**src/rtl/pipe_out_buffer.sv**
```systemverilog
// Output buffer for a fixed-latency, no-backpressure hash pipeline: credit-based issue
// control, a FIFO with first-word fall-through, and a valid/ready output. Optional macro: PIPE_OUT_BUF_STATS_EN.
module pipe_out_buffer #(
  parameter int DATA_WIDTH  = 32,
  parameter int NPIPE_DEPTH = 3,
  parameter int FIFO_DEPTH  = 8
) (
  input  logic                          clock,
  input  logic                          reset,
  output logic                          issue_ready,
  input  logic                          issue_valid,
  input  logic                          pipe_valid,
  input  logic [DATA_WIDTH-1:0]         pipe_data,
  output logic                          out_valid,
  input  logic                          out_ready,
  output logic [DATA_WIDTH-1:0]         out_data,
  output logic [$clog2(FIFO_DEPTH):0]   occupancy,
  output logic                          proto_err
`ifdef PIPE_OUT_BUF_STATS_EN
  ,
  output logic [31:0]                   stall_cycles
`endif
);

  localparam int PW = $clog2(FIFO_DEPTH);
  localparam int OW = PW + 1;
  localparam int IW = $clog2(NPIPE_DEPTH + FIFO_DEPTH) + 1;
  localparam int SW = IW + 1;

  logic [DATA_WIDTH-1:0] mem_q [FIFO_DEPTH];
  logic [PW-1:0]         wr_ptr_q, wr_ptr_d;
  logic [PW-1:0]         rd_ptr_q, rd_ptr_d;
  logic [OW-1:0]         occ_q, occ_d;
  logic [IW-1:0]         inflight_q, inflight_d;
  logic                  out_valid_q, out_valid_d;
  logic                  proto_err_q, proto_err_d;

  logic [SW-1:0]         credit_sum;
  logic                  credit;
  logic                  full;
  logic                  arrival_ok;
  logic                  push;
  logic                  pop;

  // NOTE: every signal assigned in an always_comb gets a default first, so no path can infer a latch.
  always_comb begin
    credit_sum  = SW'(occ_q) + SW'(inflight_q);
    credit      = credit_sum < SW'(FIFO_DEPTH);
    full        = (occ_q == OW'(FIFO_DEPTH));
    pop         = out_valid_q && out_ready;
    arrival_ok  = pipe_valid && (inflight_q != '0);
    // A push into a full FIFO only survives if a pop frees the slot in the same cycle.
    push        = arrival_ok && (!full || pop);

    wr_ptr_d    = wr_ptr_q;
    rd_ptr_d    = rd_ptr_q;
    occ_d       = occ_q;
    inflight_d  = inflight_q;
    proto_err_d = proto_err_q;

    if (push) wr_ptr_d = wr_ptr_q + PW'(1);
    if (pop)  rd_ptr_d = rd_ptr_q + PW'(1);

    case ({push, pop})
      2'b10:   occ_d = occ_q + OW'(1);
      2'b01:   occ_d = occ_q - OW'(1);
      default: occ_d = occ_q;
    endcase

    case ({issue_valid, arrival_ok})
      2'b10:   if (inflight_q != '1) inflight_d = inflight_q + IW'(1);
      2'b01:   inflight_d = inflight_q - IW'(1);
      default: inflight_d = inflight_q;
    endcase

    if ((issue_valid && !credit) || (pipe_valid && (inflight_q == '0)))
      proto_err_d = 1'b1;

    out_valid_d = (occ_d != '0);
  end

  // NOTE: sequential state uses non-blocking assignments so every register samples pre-edge values.
  always_ff @(posedge clock) begin
    if (reset) begin
      wr_ptr_q    <= '0;
      rd_ptr_q    <= '0;
      occ_q       <= '0;
      inflight_q  <= '0;
      out_valid_q <= 1'b0;
      proto_err_q <= 1'b0;
    end else begin
      wr_ptr_q    <= wr_ptr_d;
      rd_ptr_q    <= rd_ptr_d;
      occ_q       <= occ_d;
      inflight_q  <= inflight_d;
      out_valid_q <= out_valid_d;
      proto_err_q <= proto_err_d;
    end
  end

  // NOTE: storage is not reset; its contents are only observed when occupancy marks them valid.
  always_ff @(posedge clock) begin
    if (push) mem_q[wr_ptr_q] <= pipe_data;
  end

  assign issue_ready = credit;
  assign out_valid   = out_valid_q;
  assign out_data    = mem_q[rd_ptr_q];
  assign occupancy   = occ_q;
  assign proto_err   = proto_err_q;

`ifdef PIPE_OUT_BUF_STATS_EN
  logic [31:0] stall_q;

  always_ff @(posedge clock) begin
    if (reset) begin
      stall_q <= '0;
    end else if (out_valid_q && !out_ready && (stall_q != '1)) begin
      stall_q <= stall_q + 32'd1;
    end
  end

  assign stall_cycles = stall_q;
`endif

endmodule

```
**config.mk**
```make
export PLATFORM = sky130hd
export DESIGN_NAME = pipe_out_buffer
export DESIGN_NICKNAME = d
export VERILOG_FILES = /design/src/rtl/pipe_out_buffer.sv
export SDC_FILE = /design/constraint.sdc
export NUM_CORES = 1
export LEC_CHECK = 0
export BUFFER_PORTS_ARGS = -buffer_cell sky130_fd_sc_hd__clkbuf_2
export CORE_MARGIN = 2
export CORE_UTILIZATION = 30
export DETAILED_ROUTE_END_ITERATION = 7
export PLACE_DENSITY = 0.48
export SETUP_SLACK_MARGIN = 0.4
export SYNTH_ARGS = -nofsm -noshare
export SYNTH_HDL_FRONTEND = slang
export SYNTH_SLANG_ARGS = --single-unit
```
**constraint.sdc**
```tcl
create_clock -name clock -period 9.6 [get_ports clock]
set_input_delay 1.92 -clock clock [delete_from_list [all_inputs] [get_ports clock]]
set_output_delay 1.92 -clock clock [all_outputs]
set_load 0.02 [all_outputs]
```
Word level (Yosys, flattened, before mapping)
Memories as Yosys holds them, arrays and structs flattened. A register that Yosys moved wholly into a read port is not among the register bits.
Cells that the tools add are included.
W data, S select, Z words.
{"block": "totals", "register_bits": 17, "ramBits": 256, "in_bits": 37, "output_inout_bits": 39, "wordCells": 43, "mem_count": 1}
{"memory": "mem_q", "words": 8, "word_bits": 32, "rd": 1, "rd_ports_with_merged_regs": 1, "write_ports": 1, "line": "30", "rtl": "logic [DATA_WIDTH-1:0] mem_q [FIFO_DEPTH];"}
{"block": "op_classes", "add_sub_neg": 7, "magnitude_cmp": 1, "eq_ne": 7, "mux": 7, "n_reduce_logical": 14}
{"op": "$pmux W5 S2", "count": 1}
{"op": "$pmux W4 S2", "count": 1}
{"op": "$add A3 B1 Y3 const B", "count": 2}
{"op": "$add A4 B5 Y6", "count": 1}
{"op": "$lt A6 B4 Y1 const B", "count": 1}
{"op": "$mux W3", "count": 2}
{"op": "$add A5 B1 Y5 const B", "count": 1}
{"op": "$logic_and A1 B1 Y1", "count": 5}
{"op": "$logic_not A5 Y1", "count": 1}
{"op": "$mux W5", "count": 1}
{"op": "$ne A5 B5 Y1 const B", "count": 1}
{"op": "$reduce_bool A5 Y1", "count": 1}
{"op": "$sub A5 B1 Y5 const B", "count": 1}
{"op": "$add A4 B1 Y4 const B", "count": 1}
{"op": "$eq A2 B1 Y1 const B", "count": 2}
{"op": "$eq A2 B2 Y1 const B", "count": 2}
{"op": "$eq A4 B4 Y1 const B", "count": 1}
{"op": "$reduce_bool A4 Y1", "count": 1}
{"op": "$sub A4 B1 Y4 const B", "count": 1}
{"op": "$logic_not A1 Y1", "count": 2}
{"op": "$logic_or A1 B1 Y1", "count": 2}
{"op": "$mux W1", "count": 2}
{"op": "$ne A2 B2 Y1 const B", "count": 1}
{"op": "$reduce_and A2 Y1", "count": 1}
{"op": "$reduce_bool A2 Y1", "count": 1}

Logic depth before layout (Yosys ltp)
Gate-level depths: netlist of the first run.
{"block": "logic_depth", "depth_word": 7, "ltp_mapped": 10, "mapped_depth_nobuf": 9}

Least setup slack after synthesis of the first run
No wires, ideal clock.
{"block": "synth_timing", "path_kind": "input port to flip-flop", "from": "input out_ready", "to": "memory mem_q[0][0], enable pin", "setup_ps": 461, "arrival_ps": 4988, "setup_slack_ps": 4151, "stages": 5, "path_cell_list": "and2_1 -> clkbuf_1 -> o221ai_1 -> or2_2 -> nor3_1"}
{"block": "synth_via", "elab_chain_cells": 5}
{"element": "start: declaration", "line": "15", "rtl": "input logic out_ready,"}
{"element": "$logic_and A1 B1 Y1", "line": "50", "rtl": "pop = out_valid_q && out_ready;"}
{"element": "$logic_or A1 B1 Y1", "line": "53", "rtl": "push = arrival_ok && (!full || pop);"}
{"element": "$logic_and A1 B1 Y1", "line": "53"}
{"element": "$mux W1", "line": "103", "rtl": "if (push) mem_q[wr_ptr_q] <= pipe_data;"}
{"element": "$mux W1 (implied by the code)", "line": "103"}
{"element": "end: declaration", "line": "30"}
Every way passes these cells.

==> results of run 1 <==
-- cell usage after synthesis (2+ instances only) --
| cell type | n | area share |
|---|---|---|
| o21ai_0 | 4 | 0.0019 |
| inv_1 | 3 | 0.0010 |
| mux2_2 | 32 | 0.034 |
| edfxtp_1 | 256 | 0.72 |
| nand2_1 | 7 | 0.0024 |
| xnor2_1 | 8 | 0.0065 |
| mux2i_1 | 5 | 0.0047 |
| buf_2 | 6 | 0.0028 |
| nor2_1 | 24 | 0.0084 |
| a31oi_1 | 2 | 0.0012 |
| or2_2 | 4 | 0.0023 |
| o211ai_1 | 2 | 0.0014 |
| a21o_1 | 2 | 0.0014 |
| dfxtp_1 | 20 | 0.037 |
| xor2_1 | 2 | 0.0016 |
| buf_1 | 2 | 0.00070 |
| nand2b_1 | 4 | 0.0023 |
| nor3_1 | 5 | 0.0023 |
| o21a_1 | 2 | 0.0014 |
| mux4_2 | 64 | 0.13 |
| ha_1 | 9 | 0.010 |
| nand3_1 | 2 | 0.00093 |
| clkbuf_1 | 14 | 0.0049 |
| a21oi_1 | 7 | 0.0033 |
-- layout make-up --
class	instances	share of cell area
repair buffers	85	0.03556
clock inverters	24	0.01195
flip-flops and latches	276	0.6392
multi-input cells	201	0.2046
well taps	461	0.04554
inverters	3	0.0008890
diodes	1	0.0001976
clock buffers	34	0.06213
-- worst paths after layout --
check,endpoint,depth (start not counted)
setup / recovery,out_data[31],4
hold / removal,flip-flop,2
setup reg to reg,inflight_q[4],9
hold reg to reg,flip-flop,2
-- sequential cells by signal (all words and copies together), names as in the netlist, named ones only --
signal      count
inflight_q      5
occupancy       4
out_valid       1
mem_q         256
proto_err       1
wr_ptr_q        3
rd_ptr_q        3
-- worst max-delay path, delay by kind of cell, from the launching register on --
kind / cells / cell delay, ps
buffers and inverters: 2 / 1020
muxes: 2 / 920
DFF: 1 / 560
-- metal layers --
metal	share of wire	wire length [um]	track usage
met1	0.43	9694	0.1607
met2	0.49	10920	0.2040
met3	0.056	1243	0.02570
met4	0.019	434	0.03001
met5	0.00058	13	0
-- logic make-up (layout without fill, tap and decap cells) --
kind of cell / count (synthesis) / after routing
AND/OR/NAND/NOR: 52 / 52
buffers and inverters: 26 / 146
AO/OA/AOI/OAI: 28 / 28
other: 0 / 1
multiplexers: 101 / 101
XOR/XNOR: 10 / 10
adder cells (fa/ha/maj): 10 / 10
flip-flops: 276 / 276
-- power by group through the flow --
stage               Sequential, mW  Clock (mW)  Combinational [mW]
CTS                           1.51        1.10               0.718
global route                  1.52        1.14               0.765
global placement              1.53           0               0.704
finish                        1.51        1.07               0.700
detailed placement            1.54           0               0.714
floorplan                     1.51           0               0.505
==> flow_summary.ini, run 1 <==
[power_and_ir_drop]
powerDensity_nw_per_um2 = 258.6
sequentialPowerShare = 0.461
power.share.switching = 0.2855
p_total_mw = 3.275
power.internal_mw = 2.340
p_switching_mw = 0.9349
power_frac_comb = 0.214
clkPwrFrac = 0.326
peakVddDrop_v = 0.0001416
p_leak_nw = 4.099

[cts]
clock_latency_ps = 560
clk_pin_slew_ps = 60
htreeDepth = 1
tritoncts = yes
numCtsBuffers = 31
holdBufCountCts = 0
cts_root_buf = clkbuf_16
clock_sinks = 276
cts_setup_buffers = 0
cts.path.max_buffers = 3
ctsResizeCount = 0

[placed_design]
placed_area_sq_um = 11730
portBuffers = 75
placed_cells = 1026
place_congestion = 0.6659
place_hpwl_um = 11790
post-place-ws_ps = 5048

[sta]
max_freq_mhz = 198.9
hold_viol_final = 0
grt_setup_unrepaired = false
worst_slack_ps = 4573
finalCriticalPeriod_ps = 5027
finClkSkew_ps = 14.28
tightest_slew_ps = 1029
hold_ws_ps = 494.0
period_share = 0.5236
slew_headroom = 0.3142
slew_viol_final = 0
setup_viol = 0
fin_tns_setup_ps = 0

[critical_path]
cp-start-kind = flip-flop
crit_type = flip-flop to output port
cp_slowest_cell = buf_4
critical_path.max_stage_delay_ps = 850
arrival_ps = 3110
crit_path_max_fanout = 48
reg2reg_from = inflight_q[0]
worstPathRequired_ps = 7680
worstPathCellList = buf_4 -> mux4_2 -> mux2_2 -> clkbuf_2
worst_setup_path_end_kind = output port
r2r_setup_slack_ps = 6670

[detailed_routing]
vias = 5103
drc = 0
postRouteAntennaNets = 0
drt_first_iter_violations = 217
drt-total-wl_um = 22310
wire_per_inst_um = 20.56
drt_pass1_iterations = 5
viasPerCell = 4.703

[hold_path]
hold_path_class = flip-flop to flip-flop
min_from = rd_ptr_q[1]

[logic_synthesis]
synth-xor-area-share = 0.008162
synthAdderAreaFrac = 0.01236
synth_seq_cells = 276
yosys_warnings = 0
synth_top_family_by_area = multiplexers
syn_area_sq_um = 10730
ys_seq_area_frac = 0.7537
synth_edf_count = 256
synth-async-reset-ratio = 0
synth_compound_area_frac = 0.02017
ys.flop_type = edfxtp_1
avgSynthCellArea_sq_um = 21.33
synth_cell_type_count = 41
syn_nets = 550
synth-simple-area-share = 0.02309
synthMuxAreaShare = 0.1726
synthCells = 503

[cells_and_area]
multi_input_area_sq_um = 2591
fill_cells = 3295
mostFrequentLayoutCell = edfxtp_1
final_cells = 1085
nNetsFinal = 645
register_area_sq_um = 8097
final_cell_mix = edfxtp_1, clkbuf_2, mux4_2, mux2_2, clkbuf_16
fin_util = 0.3579
drive_above_1_share = 0.4013
area_delta_synth_final_pct = 18.05
stdcell_area_sq_um = 12670

[run_status]
status = finished clean

[global_routing]
grt_pass1_vias = 5563
antenna_found_initial = 2
track_usage = 0.1212
grt-ovfl-total = 0
grt_first_pass_wirelength_um = 33680
grt_max_degree = 65

[die]
initial_core_util = 0.3031
die_h_um = 193.1
rows = 69
die-area_sq_um = 37300
ios = 76
die-width_um = 193.1
fp.coreArea_sq_um = 35400

[run]
max_cap_viol_count = 0
Note: power is estimated with default switching activity, not from simulation.
==> inputs of run 2 (changes only) <==
PLACE_DENSITY = 0.5   (was 0.48)
clock period = 4.1 ns   (was 9.6 ns; I/O delays follow)
==> flow_summary.ini, run 2 (same netlist as run 1, synthesis figures left out) <==
[cts]
clk_pin_slew_ps = 60
clock_latency_ps = 540
htreeDepth = 1
clock_sinks = 276
cts_setup_buffers = 0
holdBufCountCts = 0
cts_root_buf = clkbuf_16
ctsResizeCount = 0
tritoncts = yes
cts.path.max_buffers = 3
numCtsBuffers = 29

[placed_design]
placed_area_sq_um = 11780
placed_cells = 1027
post-place-ws_ps = 1195
portBuffers = 75
place_hpwl_um = 12460
place_congestion = 0.7157

[cells_and_area]
stdcell_area_sq_um = 12780
nNetsFinal = 644
area_delta_synth_final_pct = 19.10
fin_util = 0.3610
final_cell_mix = edfxtp_1, clkbuf_2, mux4_2, mux2_2, clkbuf_16
largest_register_ffs = 256
fill_cells = 3300
final_cells = 1082
regMostFlops = mem_q
drive_above_1_share = 0.4000
mostFrequentLayoutCell = edfxtp_1

[power_and_ir_drop]
powerDensity_nw_per_um2 = 616.9
p_leak_nw = 4.127
p_total_mw = 7.884
peakVddDrop_v = 0.0003176

[critical_path]
rr_worst_depth = 9
r2r_end = inflight_q[4]
arrival_ps = 2510
cp-start-kind = flip-flop
worst_setup_path_end_kind = output port
worstPathRequired_ps = 3280
reg2reg_from = inflight_q[0]
r2r_setup_slack_ps = 1190
crit_type = flip-flop to output port
crit_path_max_fanout = 64

[global_routing]
grt-ovfl-total = 0
grt_max_degree = 65
track_usage = 0.1151
grt_first_pass_wirelength_um = 32600
grt_pass1_vias = 5597
antenna_found_initial = 4

[die]
fp.coreArea_sq_um = 35400
die-area_sq_um = 37300
die-width_um = 193.1
die_h_um = 193.1
initial_core_util = 0.3031
ios = 76
rows = 69

[hold_path]
worstHoldPathCells = 2
min_from = rd_ptr_q[1]
hold_path_class = flip-flop to flip-flop

[detailed_routing]
viasPerCell = 4.670
wire_per_inst_um = 19.64
drc = 0
drt_pass1_iterations = 4
postRouteAntennaNets = 0
drt_first_iter_violations = 253
drt-total-wl_um = 21250
vias = 5053

[sta]
slew_viol_final = 0
hold_viol_final = 0
finClkSkew_ps = 16.33
fin_tns_setup_ps = 0
period_share = 0.8116
grt_setup_unrepaired = false
hold_ws_ps = 505.1
worst_slack_ps = 772.5
slew_headroom = 0.3149
setup_viol = 0
max_freq_mhz = 300.5
finalCriticalPeriod_ps = 3327
tightest_slew_ps = 1028

[run]
max_cap_viol_count = 0

[run_status]
status = finished clean
run 2: layer usage:
metal  vias to the layer above  track usage  part of all wire  wire length [um]
li1                       2270            -                 -                 -
met2                        95       0.1955              0.49             10430
met5                         -            0            0.0011                23
met1                      2650       0.1517              0.44              9349
met4                         4      0.02477             0.016               332
met3                        34      0.02570             0.052              1113
run 2: power breakdown:
| group | switching [mW] | internal (mW) |
|---|---|---|
| clock | 1.07 | 1.62 |
| combinational | 0.905 | 0.750 |
| sequential | 0.182 | 3.36 |
run 2: worst max-delay path, cell delays in order (launching register included):
cell and delay [ps]:
dfxtp_4 1010, mux4_2 460, mux2_2 290, clkbuf_2 160
run 2: layout make-up:
cell class,instances,area [sq um],area share
Clock inverter,22,256.5,0.02007
Antenna cell,1,2.502,0.0001958
Multi-Input combinational cell,201,2604,0.2037
Clock buffer,32,737.0,0.05767
Sequential cell,276,8097,0.6335
Inverter,3,11.26,0.0008811
Timing Repair Buffer,86,495.5,0.03877
Tap cell,461,576.8,0.04513
run 2: worst max-delay path by stage:
stage                          to  slack (ps)  cells past startpoint
global placement    inflight_q[4]        1220                      9
CTS                   out_data[3]         690                      4
floorplan             mem_q[2][0]         610                      5
global route          out_data[9]         610                      4
detailed placement   mem_q[0][14]        1190                      6
finish               out_data[19]         770                      3
